[config.mk]
export PLATFORM = sky130hd
export DESIGN_NAME = ssd1306_i2c_target
export DESIGN_NICKNAME = d
export VERILOG_FILES = /design/src/rtl/ssd1306_i2c_target.sv
export SDC_FILE = /design/constraint.sdc
export NUM_CORES = 1
export LEC_CHECK = 0
export BUFFER_PORTS_ARGS = -buffer_cell sky130_fd_sc_hd__buf_2
export CORE_ASPECT_RATIO = 0.7
export CORE_MARGIN = 2
export CORE_UTILIZATION = 43
export DETAILED_ROUTE_END_ITERATION = 12
export GPL_TIMING_DRIVEN = 0
export PLACE_DENSITY = 0.71
export SLEW_MARGIN = 15
export SYNTH_ARGS = -nofsm -noshare
export SYNTH_HDL_FRONTEND = slang
export SYNTH_SLANG_ARGS = --single-unit
[constraint.sdc]
create_clock -name clk -period 1.75 [get_ports clk]
set_input_delay 0.0875 -clock clk [delete_from_list [all_inputs] [get_ports clk]]
set_output_delay 0.0875 -clock clk [all_outputs]
set_load 0.05 [all_outputs]
[src/rtl/ssd1306_i2c_target.sv]
// ssd1306_i2c_target: write-only SSD1306 display emulation as an I2C target.
// Decodes the control byte, addressing commands (with argument skipping) and
// GDDRAM data, and emits one-cycle framebuffer write strobes at {page, column}.

module ssd1306_i2c_target #(
  parameter logic [6:0] ADDRESS     = 7'h3C,
  parameter int         SYNC_STAGES = 2
) (
  input  logic       clk,
  input  logic       reset,
  input  logic       scl_i,
  input  logic       sda_i,
  output logic       sda_o,
  output logic       sda_e,
  output logic       fb_wr_ena,
  output logic [9:0] fb_wr_addr,
  output logic [7:0] fb_wr_data,
  output logic       cmd_strobe,
  output logic [7:0] cmd_byte,
  output logic       display_on,
  output logic       busy
);

  typedef enum logic [2:0] {
    S_IDLE     = 3'd0,
    S_ADDR     = 3'd1,
    S_ADDR_ACK = 3'd2,
    S_CTRL     = 3'd3,
    S_CTRL_ACK = 3'd4,
    S_BYTE     = 3'd5,
    S_BYTE_ACK = 3'd6,
    S_IGNORE   = 3'd7
  } state_t;

  localparam logic [1:0] MODE_HORZ = 2'b00;
  localparam logic [1:0] MODE_VERT = 2'b01;
  localparam logic [1:0] MODE_PAGE = 2'b10;

  // Pin synchronizers and previous-value registers
  logic [SYNC_STAGES-1:0] scl_sync_r, sda_sync_r;
  logic                   scl_prev_r, sda_prev_r;
  logic                   scl_s, sda_s;
  logic                   scl_rise_s, scl_fall_s, start_s, stop_s;

  // FSM and datapath state
  state_t      state_r, next_state_s, step_state_s;
  logic [2:0]  bit_cnt_r;
  logic [7:0]  shift_r;
  logic        ack_phase_r;
  logic        co_r, dc_r;
  logic [2:0]  page_r, page_nx;
  logic [6:0]  col_r, col_nx;
  logic [1:0]  mode_r, mode_nx;
  logic        disp_r, disp_nx;
  logic [1:0]  argc_r, argc_nx;
  logic        argm_r, argm_nx;
  logic        busy_r;
  logic        sda_e_r;
  logic        fb_wr_ena_r;
  logic [9:0]  fb_wr_addr_r;
  logic [7:0]  fb_wr_data_r;
  logic        cmd_strobe_r;
  logic [7:0]  cmd_byte_r;

  logic        rx_state_s, ack_state_s;
  logic [7:0]  rx_byte_s;
  logic        byte_done_s, addr_match_s;
  logic        wr_s, cmd_s;

  assign scl_s = scl_sync_r[SYNC_STAGES-1];
  assign sda_s = sda_sync_r[SYNC_STAGES-1];

  assign scl_rise_s = scl_s & ~scl_prev_r;
  assign scl_fall_s = ~scl_s & scl_prev_r;
  // Bus conditions require SCL to have been high on both samples.
  assign start_s = scl_s & scl_prev_r & ~sda_s & sda_prev_r;
  assign stop_s  = scl_s & scl_prev_r & sda_s & ~sda_prev_r;

  assign rx_state_s   = (state_r == S_ADDR) || (state_r == S_CTRL) || (state_r == S_BYTE);
  assign ack_state_s  = (state_r == S_ADDR_ACK) || (state_r == S_CTRL_ACK) ||
                        (state_r == S_BYTE_ACK);
  assign rx_byte_s    = {shift_r[6:0], sda_s};
  assign byte_done_s  = rx_state_s & scl_rise_s & (bit_cnt_r == 3'd7);
  assign addr_match_s = (rx_byte_s == {ADDRESS, 1'b0});

  // Synchronize SCL/SDA into the clock domain; idle bus level is high
  always_ff @(posedge clk) begin
    if (reset) begin
      scl_sync_r <= {SYNC_STAGES{1'b1}};
      sda_sync_r <= {SYNC_STAGES{1'b1}};
      scl_prev_r <= 1'b1;
      sda_prev_r <= 1'b1;
    end else begin
      scl_sync_r <= {scl_sync_r[SYNC_STAGES-2:0], scl_i};
      sda_sync_r <= {sda_sync_r[SYNC_STAGES-2:0], sda_i};
      scl_prev_r <= scl_s;
      sda_prev_r <= sda_s;
    end
  end

  // FSM state register
  always_ff @(posedge clk) begin
    if (reset) begin
      state_r <= S_IDLE;
    end else begin
      state_r <= next_state_s;
    end
  end

  // Next-state logic; START/STOP take priority over every state
  always_comb begin
    step_state_s = state_r;
    case (state_r)
      S_IDLE:     step_state_s = S_IDLE;
      S_ADDR: begin
        if (byte_done_s) step_state_s = addr_match_s ? S_ADDR_ACK : S_IGNORE;
        else             step_state_s = S_ADDR;
      end
      S_ADDR_ACK: begin
        if (scl_fall_s && ack_phase_r) step_state_s = S_CTRL;
        else                           step_state_s = S_ADDR_ACK;
      end
      S_CTRL: begin
        if (byte_done_s) step_state_s = S_CTRL_ACK;
        else             step_state_s = S_CTRL;
      end
      S_CTRL_ACK: begin
        if (scl_fall_s && ack_phase_r) step_state_s = S_BYTE;
        else                           step_state_s = S_CTRL_ACK;
      end
      S_BYTE: begin
        if (byte_done_s) step_state_s = S_BYTE_ACK;
        else             step_state_s = S_BYTE;
      end
      S_BYTE_ACK: begin
        // Co=1 allows exactly one byte before the next control byte.
        if (scl_fall_s && ack_phase_r) step_state_s = co_r ? S_CTRL : S_BYTE;
        else                           step_state_s = S_BYTE_ACK;
      end
      S_IGNORE:   step_state_s = S_IGNORE;
      default:    step_state_s = S_IDLE;
    endcase
    if (start_s)     next_state_s = S_ADDR;
    else if (stop_s) next_state_s = S_IDLE;
    else             next_state_s = step_state_s;
  end

  // Byte decode: data pointer advance, command decode and argument skipping
  always_comb begin
    page_nx = page_r;
    col_nx  = col_r;
    mode_nx = mode_r;
    disp_nx = disp_r;
    argc_nx = argc_r;
    argm_nx = argm_r;
    wr_s    = 1'b0;
    cmd_s   = 1'b0;
    if (byte_done_s && (state_r == S_BYTE)) begin
      if (dc_r) begin
        wr_s = 1'b1;
        case (mode_r)
          MODE_HORZ: begin
            col_nx = col_r + 7'd1;
            if (col_r == 7'd127) page_nx = page_r + 3'd1;
            else                 page_nx = page_r;
          end
          MODE_VERT: begin
            page_nx = page_r + 3'd1;
            if (page_r == 3'd7) col_nx = col_r + 7'd1;
            else                col_nx = col_r;
          end
          default: col_nx = col_r + 7'd1;
        endcase
      end else if (argc_r != 2'd0) begin
        // Argument byte: only the addressing-mode argument has an effect.
        cmd_s   = 1'b1;
        argc_nx = argc_r - 2'd1;
        argm_nx = 1'b0;
        if (argm_r && (rx_byte_s[1:0] != 2'b11)) mode_nx = rx_byte_s[1:0];
        else                                     mode_nx = mode_r;
      end else begin
        cmd_s = 1'b1;
        if (rx_byte_s[7:4] == 4'h0) begin
          col_nx = {col_r[6:4], rx_byte_s[3:0]};
        end else if (rx_byte_s[7:3] == 5'b00010) begin
          col_nx = {rx_byte_s[2:0], col_r[3:0]};
        end else if (rx_byte_s[7:3] == 5'b10110) begin
          page_nx = rx_byte_s[2:0];
        end else begin
          case (rx_byte_s)
            8'hAE: disp_nx = 1'b0;
            8'hAF: disp_nx = 1'b1;
            8'h20: begin
              argc_nx = 2'd1;
              argm_nx = 1'b1;
            end
            8'h21, 8'h22: argc_nx = 2'd2;
            8'h81, 8'h8D, 8'hA8, 8'hD3, 8'hD5, 8'hD9, 8'hDA, 8'hDB: argc_nx = 2'd1;
            default: argc_nx = argc_r;
          endcase
        end
      end
    end else begin
      wr_s  = 1'b0;
      cmd_s = 1'b0;
    end
  end

  // Datapath: bit shifting, ACK drive, pointer/mode registers and output strobes
  always_ff @(posedge clk) begin
    if (reset) begin
      bit_cnt_r    <= 3'd0;
      shift_r      <= 8'd0;
      ack_phase_r  <= 1'b0;
      co_r         <= 1'b0;
      dc_r         <= 1'b0;
      page_r       <= 3'd0;
      col_r        <= 7'd0;
      mode_r       <= MODE_PAGE;
      disp_r       <= 1'b0;
      argc_r       <= 2'd0;
      argm_r       <= 1'b0;
      busy_r       <= 1'b0;
      sda_e_r      <= 1'b0;
      fb_wr_ena_r  <= 1'b0;
      fb_wr_addr_r <= 10'd0;
      fb_wr_data_r <= 8'd0;
      cmd_strobe_r <= 1'b0;
      cmd_byte_r   <= 8'd0;
    end else begin
      page_r       <= page_nx;
      col_r        <= col_nx;
      mode_r       <= mode_nx;
      disp_r       <= disp_nx;
      fb_wr_ena_r  <= wr_s;
      cmd_strobe_r <= cmd_s;
      if (wr_s) begin
        fb_wr_addr_r <= {page_r, col_r};
        fb_wr_data_r <= rx_byte_s;
      end
      if (cmd_s) begin
        cmd_byte_r <= rx_byte_s;
      end
      if (start_s || stop_s) begin
        // Bus condition: drop any partial byte, release SDA, clear arguments.
        bit_cnt_r   <= 3'd0;
        ack_phase_r <= 1'b0;
        sda_e_r     <= 1'b0;
        argc_r      <= 2'd0;
        argm_r      <= 1'b0;
        if (stop_s) busy_r <= 1'b0;
      end else begin
        argc_r <= argc_nx;
        argm_r <= argm_nx;
        if (rx_state_s && scl_rise_s) begin
          shift_r   <= rx_byte_s;
          bit_cnt_r <= bit_cnt_r + 3'd1;
        end
        if (byte_done_s && (state_r == S_ADDR) && addr_match_s) begin
          busy_r <= 1'b1;
        end
        if (byte_done_s && (state_r == S_CTRL)) begin
          co_r <= rx_byte_s[7];
          dc_r <= rx_byte_s[6];
        end
        // First SCL fall in an ACK state pulls SDA, the second releases it.
        if (ack_state_s && scl_fall_s) begin
          ack_phase_r <= ~ack_phase_r;
          sda_e_r     <= ~ack_phase_r;
        end
      end
    end
  end

  assign sda_o      = 1'b0;
  assign sda_e      = sda_e_r;
  assign fb_wr_ena  = fb_wr_ena_r;
  assign fb_wr_addr = fb_wr_addr_r;
  assign fb_wr_data = fb_wr_data_r;
  assign cmd_strobe = cmd_strobe_r;
  assign cmd_byte   = cmd_byte_r;
  assign display_on = disp_r;
  assign busy       = busy_r;

endmodule

==> results of run 1 <==
==> timing repair <==
item / in CTS / in global routing
hold buffers: 3 / 0
pin swaps: 10 / 4
setup endpoints to repair: 47 / 37
buffers inserted: 5 / 10
resized for setup: 22 / 37
cloned: 0 / 1
hold endpoints to repair: 3 / 0
==> report_power, final <==
part	internal, mW	switching, mW
Clock	0.775	0.582
Combinational	0.0235	0.0502
Sequential	1.53	0.00877
Total	2.33	0.641
==> through the flow <==
stage / area, µm² / cells / worst slack, ns / utilization (%) / setup TNS [ns]
floorplan: 3144 / 353 / -0.03747 / - / -0.2187
global route: 4016 / 514 / -0.1890 / 58.63 / -1.030
detailed placement: 3432 / 481 / -0.3125 / 50.10 / -7.732
global placement: 3432 / 481 / -0.2723 / 50.10 / -6.349
finish: 4016 / 514 / -0.08328 / 58.63 / -0.3419
CTS: 3802 / 503 / -0.04970 / 55.51 / -0.1828
==> worst min-delay path by stage <==
| stage | startpoint | end | depth (start not counted) |
|---|---|---|---|
| 2_1_floorplan | reset | state_r[0]$_SDFF_PP0_ | 1 |
| 3_3_place_gp | sda_i | sda_sync_r[0]$_SDFF_PP1_ | 2 |
| 3_5_place_dp | sda_i | sda_sync_r[0]$_SDFF_PP1_ | 2 |
| 4_1_cts | scl_sync_r[0]$_SDFF_PP1_ | scl_sync_r[1]$_SDFF_PP1_ | 1 |
| 5_1_grt | sda_sync_r[0]$_SDFF_PP1_ | sda_sync_r[1]$_SDFF_PP1_ | 1 |
| 6_report | scl_sync_r[0]$_SDFF_PP1_ | scl_sync_r[1]$_SDFF_PP1_ | 1 |
==> area by class of cell <==
cell class                      instances  area, µm²
Sequential cell                        67       1349
Clock inverter                          3      45.04
Clock buffer                           13      168.9
Multi-Input combinational cell        252       1798
Timing Repair Buffer                   53      356.6
Inverter                                7      26.28
Tap cell                               94      117.6
Buffer                                 25      155.1
Fill cell                             591       2834
==> routing by layer <==
| metal | GRT usage (%) | vias to the layer above |
|---|---|---|
| met2 | 33.19 | 107 |
| li1 | - | 1376 |
| met3 | 6.494 | 16 |
| met4 | 7.111 | 0 |
| met1 | 28.89 | 1350 |
| met5 | 0 | - |
==> sequential cells by signal, summed over array words and instances, names as in the netlist, 2 cells and up <==
name / cells
shift_r: 7
fb_wr_addr: 10
argc_r: 2
bit_cnt_r: 3
state_r: 3
col_r: 7
fb_wr_data: 8
page_r: 3
scl_sync_r: 2
sda_sync_r: 2
cmd_byte: 8
mode_r: 2
==> Yosys cell counts (5+ instances only) <==
cell type	n	area (µm²)
dfxtp_1	67	1341
nor2_1	43	161.4
nand2_1	34	127.6
mux2i_1	28	280.3
a21oi_1	25	125.1
clkbuf_1	16	60.06
o21ai_0	13	65.06
nor3_1	9	45.04
a211oi_1	7	52.55
buf_2	7	35.03
inv_1	7	26.28
nand3_1	7	35.03
or2_2	7	43.79
ha_1	5	62.56
nand2b_1	5	31.28
nor2b_1	5	31.28
nor3b_1	5	37.54
nor4_1	5	31.28
==> logic make-up after synthesis <==
family	after synthesis	synth area share, %
other	1	0.1212
adder cells (fa/ha/maj)	5	2.023
buffers and inverters	34	4.773
flip-flops	67	43.37
multiplexers	29	9.426
AO/OA/AOI/OAI	70	15.17
XOR/XNOR	5	1.416
AND/OR/NAND/NOR	142	23.71
==> impl_metrics.env, run 1 <==
export IMPL_cp_slowest_stage_delay_ns=0.38
export IMPL_nNetsFinal=424
export IMPL_grt_remaining_overflow=0
export IMPL_rsz0062_at_grt="yes"
export IMPL_violations="negative setup slack"
export IMPL_yosysUniqueCellTypes=57
export IMPL_fmax_mhz=545.5
export IMPL_cts_root_buf="clkbuf_8"
export IMPL_fin_crit_ns=1.833
export IMPL_power_total_mw=2.969
export IMPL_critPathCapture="col_r[6]$_SDFFE_PP0P_"
export IMPL_crit_top_cell="ha_4"
export IMPL_ys_seq_area_share_pct=43.37
export IMPL_status="complete, but fails checks"
export IMPL_path_buf_inv=0
export IMPL_reg2reg_to="col_r[6]$_SDFFE_PP0P_"
export IMPL_ioPinCount=36
export IMPL_syn_num_nets=362
export IMPL_rows=25
export IMPL_top_layer="met4"
export IMPL_wl_met3_um=588
export IMPL_slew_headroom_pct=55.54
export IMPL_drc=0
export IMPL_final_common_cell="dfxtp_1"
export IMPL_clk_pin_slew_ns=0.07
export IMPL_drtIter0Drc=195
export IMPL_drive_gt1_share_pct=30.24
export IMPL_maxCapViolCount=0
export IMPL_fin_skew_ns=0.008445
export IMPL_grt_pass1_wl_um=12880
export IMPL_r2r_cells=7
export IMPL_cp_arrival_ns=2.11
export IMPL_grt_max_degree=12
export IMPL_cts_tree="yes"
export IMPL_first_global_vias=2496
export IMPL_place_hpwl_um=5401
export IMPL_cts_buffers=9
export IMPL_cts_max_level=3
export IMPL_reg2reg_from="page_r[0]$_SDFFE_PP0P_"
export IMPL_synthArstFlopShare_pct=0
export IMPL_drt_pass1_iter_count=5
export IMPL_ff2ff_setup_slack_ns=-0.08
export IMPL_ys_flop_type="dfxtp_1"
export IMPL_cp_top_family="simple AND/OR/NAND/NOR gates"
export IMPL_period_share_pct=104.8
export IMPL_met2_length_um=3725
export IMPL_grtUsageTotal_pct=21.39
export IMPL_critPathSlowestCell="or3b_4"
export IMPL_clkSinkCount=67
export IMPL_tightest_slew_ns=0.6609
export IMPL_start_util_pct=45.15
export IMPL_antenna_found_initial=0
export IMPL_antenna_cells=0
export IMPL_hold_slack_ns=0.4104
export IMPL_worstSkewPairLatency_ns=0.35
export IMPL_path_depth=7
export IMPL_synth_area_mm2=0.003093
export IMPL_p_per_area_mw_per_mm2=739.3
export IMPL_ys_seq_elements=67
export IMPL_synth_yosys_warnings=0
export IMPL_fin_ws_ns=-0.08328
export IMPL_leakage_nw=1.668
export IMPL_met1Wirelength_um=3904
export IMPL_crit_chain="ha_4 -> ha_4 -> or3b_4 -> a32o_2 -> and3_4 -> a21o_1 -> a21oi_1"
export IMPL_core_mm2=0.006850
export IMPL_hp_class="reg -> reg"
export IMPL_syn_to_final_growth_pct=29.85
export IMPL_layout_common_cells="dfxtp_1, nor2_1, buf_2, nand2_1, mux2i_1"
export IMPL_portBuffers=34
export IMPL_die_height_um=74.96
export IMPL_ant_nets=0
export IMPL_hold_viol=0
export IMPL_startpoint_type="flip-flop"
export IMPL_setup_viol=7
export IMPL_num_vias=2849
export IMPL_vias_per_cell=5.543
export IMPL_die_x_um=105.4
export IMPL_synth_edf_count=0
export IMPL_cp_max_fo=5
export IMPL_slew_viol_final=0
export IMPL_wire_per_inst_um=16.31
export IMPL_dieArea_mm2=0.007899
export IMPL_vdd_drop_max_mv=0.5336
export IMPL_drt_wl_total_um=8382
export IMPL_place_congestion=0.8733
export IMPL_cts_path_max_buffers=2
export IMPL_syn_instance_count=353
export IMPL_postSynthAreaPerCell_um2=8.762
export IMPL_critical_path_required_ns=2.03
export IMPL_crit_type="reg -> reg"
export IMPL_worstSetupEndpointType="flip-flop"
export IMPL_cp_startpoint="page_r[0]$_SDFFE_PP0P_"
(Power assumes the default switching activity.)
==> run 2: changes to the inputs <==
- PLACE_DENSITY: 0.71 -> not set
- PLACE_DENSITY_LB_ADDON: not set -> 0.2
- SETUP_SLACK_MARGIN: not set -> 0.1
==> impl_metrics.env, run 2 (synthesis gave the netlist of run 1 again) <==
export IMPL_core_mm2=0.006850
export IMPL_drt_pass1_iter_count=4
export IMPL_vdd_drop_max_mv=0.4783
export IMPL_hold_viol=0
export IMPL_ant_nets=0
export IMPL_portBuffers=34
export IMPL_nNetsFinal=426
export IMPL_drc=0
export IMPL_cts_buffers=9
export IMPL_grt_remaining_overflow=0
export IMPL_rsz0062_at_grt="yes"
export IMPL_worstSkewPairLatency_ns=0.35
export IMPL_cp_arrival_ns=2.16
export IMPL_wire_per_inst_um=16.00
export IMPL_fmax_mhz=531.3
export IMPL_leakage_nw=1.747
export IMPL_die_x_um=105.4
export IMPL_crit_type="reg -> reg"
export IMPL_setup_tns_ns=-0.3885
export IMPL_num_vias=2798
export IMPL_final_common_cell="dfxtp_1"
export IMPL_dp_cells=481
export IMPL_layout_cells_non_filler=516
export IMPL_start_util_pct=45.15
export IMPL_drt_wl_total_um=8254
export IMPL_first_global_vias=2515
export IMPL_hold_slack_ns=0.007330
export IMPL_cts_root_buf="clkbuf_8"
export IMPL_dpl_worst_slack_ns=-0.3160
export IMPL_fin_crit_ns=1.882
export IMPL_drtIter0Drc=180
export IMPL_violations="negative setup slack"
export IMPL_vias_per_cell=5.422
export IMPL_setup_viol=8
export IMPL_clk_pin_slew_ns=0.08
export IMPL_ioPinCount=36
export IMPL_critical_path_required_ns=2.03
export IMPL_place_hpwl_um=5283
export IMPL_cts_path_max_buffers=2
export IMPL_tightest_slew_ns=0.5998
export IMPL_fin_skew_ns=0.009088
export IMPL_cts_max_level=3
export IMPL_clkSinkCount=67
export IMPL_fin_ws_ns=-0.1322
export IMPL_cp_max_fo=5
export IMPL_grt_pass1_wl_um=13120
export IMPL_grt_max_degree=13
export IMPL_place_congestion=0.8727
export IMPL_dieArea_mm2=0.007899
export IMPL_layout_common_cells="dfxtp_1, nor2_1, buf_2, mux2i_1, nand2_1"
export IMPL_power_total_mw=2.745
export IMPL_antenna_found_initial=0
export IMPL_antenna_cells=0
export IMPL_syn_to_final_growth_pct=33.05
export IMPL_slew_headroom_pct=60.01
export IMPL_maxCapViolCount=0
export IMPL_rows=25
export IMPL_largest_reg_flops=10
export IMPL_p_per_area_mw_per_mm2=667.0
export IMPL_ff2ff_setup_slack_ns=-0.13
export IMPL_worstSetupEndpointType="flip-flop"
export IMPL_die_height_um=74.96
export IMPL_period_share_pct=107.6
export IMPL_hp_class="in -> reg"
export IMPL_slew_viol_final=0
export IMPL_status="complete, but fails checks"
export IMPL_startpoint_type="flip-flop"
export IMPL_cts_tree="yes"
export IMPL_drive_gt1_share_pct=35.78
export IMPL_grtUsageTotal_pct=21.91
-- run 2: cell count changes in the layout (fill, tap and decap cells not counted), sizes merged --
cell         previous run  this run
clkbuf                 29        23
clkinvlp                2         1
dlygate4sd3             3         2
buf                    59        64
bufinv                  1         0
clkinv                  0         6
-- run 2: where the power goes --
part           switching [mW]  internal, mW  total, mW
clock network           0.625         0.507       1.13
registers             0.00492          1.53       1.53
logic                  0.0562        0.0228     0.0790
total                   0.686          2.06       2.74
-- run 2: final timing paths --
| kind | endpoint | start | cells past startpoint |
|---|---|---|---|
| setup / recovery | col_r[6]$_SDFFE_PP0P_ | page_r[0]$_SDFFE_PP0P_ | 7 |
| hold / removal | state_r[0]$_SDFF_PP0_ | reset | 2 |
| setup reg to reg | col_r[6]$_SDFFE_PP0P_ | page_r[0]$_SDFFE_PP0P_ | 7 |
| hold reg to reg | scl_sync_r[1]$_SDFF_PP1_ | scl_sync_r[0]$_SDFF_PP1_ | 1 |
-- run 2: through the flow --
| stage | cell area [µm²] | util [%] |
|---|---|---|
| floorplan | 3156 | - |
| global placement | 3443 | 50.26 |
| detailed placement | 3443 | 50.26 |
| CTS | 3908 | 57.04 |
| global route | 4115 | 60.07 |
| finish | 4115 | 60.07 |
-- run 2: final cells by class --
cell class | count | area, µm²
plain buffers | 27 | 187.7
clock inverters | 7 | 45.04
multi-input cells | 252 | 1886
repair buffers | 53 | 377.9
well taps | 94 | 117.6
fillers | 606 | 2735
inverters | 7 | 26.28
clock buffers | 9 | 123.9
flip-flops and latches | 67 | 1351
-- run 2: worst max-delay path, stage by stage, from the launching register on --
cell	delay, ns
dfxtp_2	0.34
ha_4	0.16
ha_4	0.15
or3b_4	0.38
a32o_2	0.27
and3_4	0.18
a21o_1	0.20
a21oi_2	0.13
-- run 2: what timing repair did --
action                                  4_1_cts  5_1_grt
setup buffers                                 9        9
endpoints found under the setup margin       54       45
pin swaps                                    15        9
gates cloned                                  1        0
hold buffers                                  2        0
hold endpoints to repair                      2        0
resized for setup                            44       42
-- run 2: layer usage --
metal	global-route usage, %	routed length [µm]
met1	30.38	4084
met2	33.84	3613
met3	6.061	492
met4	6.370	64
met5	0	0
==> run 3: changes to the inputs <==
- clock period: 1.75 -> 2.1 ns (I/O delays scaled with it)
==> impl_metrics.env, run 3 (synthesis gave the netlist of run 1 again) <==
export IMPL_status="finished, final reports clean"
export IMPL_die_height_um=74.96
export IMPL_period_share_pct=92.72
export IMPL_reg2reg_to="col_r[6]$_SDFFE_PP0P_"
export IMPL_r2r_cells=7
export IMPL_worstSkewPairLatency_ns=0.35
export IMPL_drive_gt1_share_pct=23.04
export IMPL_leakage_nw=1.578
export IMPL_final_common_cell="dfxtp_1"
export IMPL_min_to="state_r[0]$_SDFF_PP0_"
export IMPL_critPathSlowestCell="or3b_4"
export IMPL_fin_util_pct=54.08
export IMPL_vias_per_cell=5.486
export IMPL_rsz0062_at_grt="yes"
export IMPL_clkSinkCount=67
export IMPL_tightest_slew_ns=0.7876
export IMPL_syn_to_final_growth_pct=19.78
export IMPL_dieArea_mm2=0.007899
export IMPL_setup_tns_ns=0
export IMPL_ff2ff_setup_slack_ns=0.15
export IMPL_layout_common_cells="dfxtp_1, nor2_1, buf_2, nand2_1, mux2i_1"
export IMPL_cts_tree="yes"
export IMPL_vdd_drop_max_mv=0.3478
export IMPL_hold_slack_ns=0.03392
export IMPL_layout_cells_non_filler=502
export IMPL_cts_buffers=9
export IMPL_fin_crit_ns=1.947
export IMPL_placed_area_mm2=0.003381
export IMPL_hold_viol=0
export IMPL_crit_top_cell="ha_1"
export IMPL_crit_type="reg -> reg"
export IMPL_cp_arrival_ns=2.23
export IMPL_holdPathStages=2
export IMPL_fmax_mhz=513.6
export IMPL_worstSetupEndpointType="flip-flop"
export IMPL_num_vias=2754
export IMPL_ant_nets=0
export IMPL_crit_chain="ha_1 -> ha_1 -> or3b_4 -> a32o_2 -> and3_4 -> a21o_1 -> a21oi_2"
export IMPL_slew_headroom_pct=47.38
export IMPL_critical_path_required_ns=2.38
export IMPL_place_congestion=0.8647
export IMPL_grtUsageTotal_pct=21.19
export IMPL_cp_startpoint="page_r[0]$_SDFFE_PP0P_"
export IMPL_drc=0
export IMPL_die_x_um=105.4
export IMPL_slew_viol_final=0
export IMPL_largest_reg_flops=10
export IMPL_cp_max_fo=5
export IMPL_grt_pass1_wl_um=12850
export IMPL_p_per_area_mw_per_mm2=656.6
export IMPL_cp_slowest_stage_delay_ns=0.39
export IMPL_rows=25
export IMPL_reg2reg_from="page_r[0]$_SDFFE_PP0P_"
export IMPL_cts_root_buf="clkbuf_8"
export IMPL_fin_area_mm2=0.003705
export IMPL_ioPinCount=36
export IMPL_setup_viol=0
export IMPL_place_hpwl_um=5335
export IMPL_antenna_found_initial=0
export IMPL_drt_wl_total_um=7930
export IMPL_hp_class="in -> reg"
export IMPL_first_global_vias=2560
export IMPL_grt_max_degree=20
export IMPL_hold_start="reset"
export IMPL_fin_skew_ns=0.01017
export IMPL_drtIter0Drc=199
export IMPL_dp_cells=481
export IMPL_nNetsFinal=412
export IMPL_core_mm2=0.006850
export IMPL_cts_path_max_buffers=2
export IMPL_antenna_cells=0
export IMPL_start_util_pct=45.15
export IMPL_startpoint_type="flip-flop"
export IMPL_cts_max_level=3
export IMPL_grt_remaining_overflow=0
export IMPL_portBuffers=34
export IMPL_drt_pass1_iter_count=4
export IMPL_maxCapViolCount=0
export IMPL_clk_pin_slew_ns=0.08
export IMPL_wire_per_inst_um=15.80
-- run 3: how the worst max path moves through the flow --
stage | end | slack [ns] | cells after the start
3_5_place_dp | fb_wr_data[4]$_SDFFE_PP0P_ | -0.08 | 8
6_report | col_r[6]$_SDFFE_PP0P_ | 0.15 | 7
5_1_grt | state_r[2]$_SDFF_PP0_ | 0.07 | 4
4_1_cts | state_r[2]$_SDFF_PP0_ | 0.12 | 6
3_3_place_gp | fb_wr_data[6]$_SDFFE_PP0P_ | -0.06 | 8
2_1_floorplan | col_r[6]$_SDFFE_PP0P_ | 0.23 | 7
-- run 3: layout make-up --
cell class              instances  area (µm²)
fillers                       657        3146
multi-input cells             252        1655
flip-flops and latches         67        1344
repair buffers                 40       232.7
clock buffers                  10       137.6
plain buffers                  26       126.4
well taps                      94       117.6
clock inverters                 6       65.06
inverters                       7       26.28
-- run 3: worst max-delay path, delay by kind of cell, from the launching register on --
family          cells  cell delay [ns]
flops               1             0.34
simple gates        2             0.59
compound gates      3             0.54
fa+ha+maj           2             0.40
-- run 3: through the flow --
step           power (mW)  setup WS [ns]
2_1_floorplan       1.344         0.2259
3_3_place_gp        1.364       -0.05718
3_5_place_dp        1.365       -0.07553
4_1_cts             2.450         0.1202
5_1_grt             2.529        0.07317
6_report            2.433         0.1529
-- run 3: layer usage --
metal	GRT usage [%]	part of all wire, %
met1	29.36	48
met2	32.69	45
met4	7.259	0.91
met3	5.281	6.3
met5	0	0
-- run 3: where the power goes --
part	total [mW]	switching [mW]	leakage, nW	internal (mW)
Clock	1.09	0.513	0.102	0.580
Combinational	0.0613	0.0432	0.935	0.0181
Sequential	1.28	0.00390	0.542	1.27
-- run 3: what timing repair did --
action	in CTS	in global routing
resized for setup	8	13
hold buffers	2	0
endpoints found under the hold margin	2	0
endpoints found under the setup margin	28	38
pin swaps	4	1
setup buffers	4	0
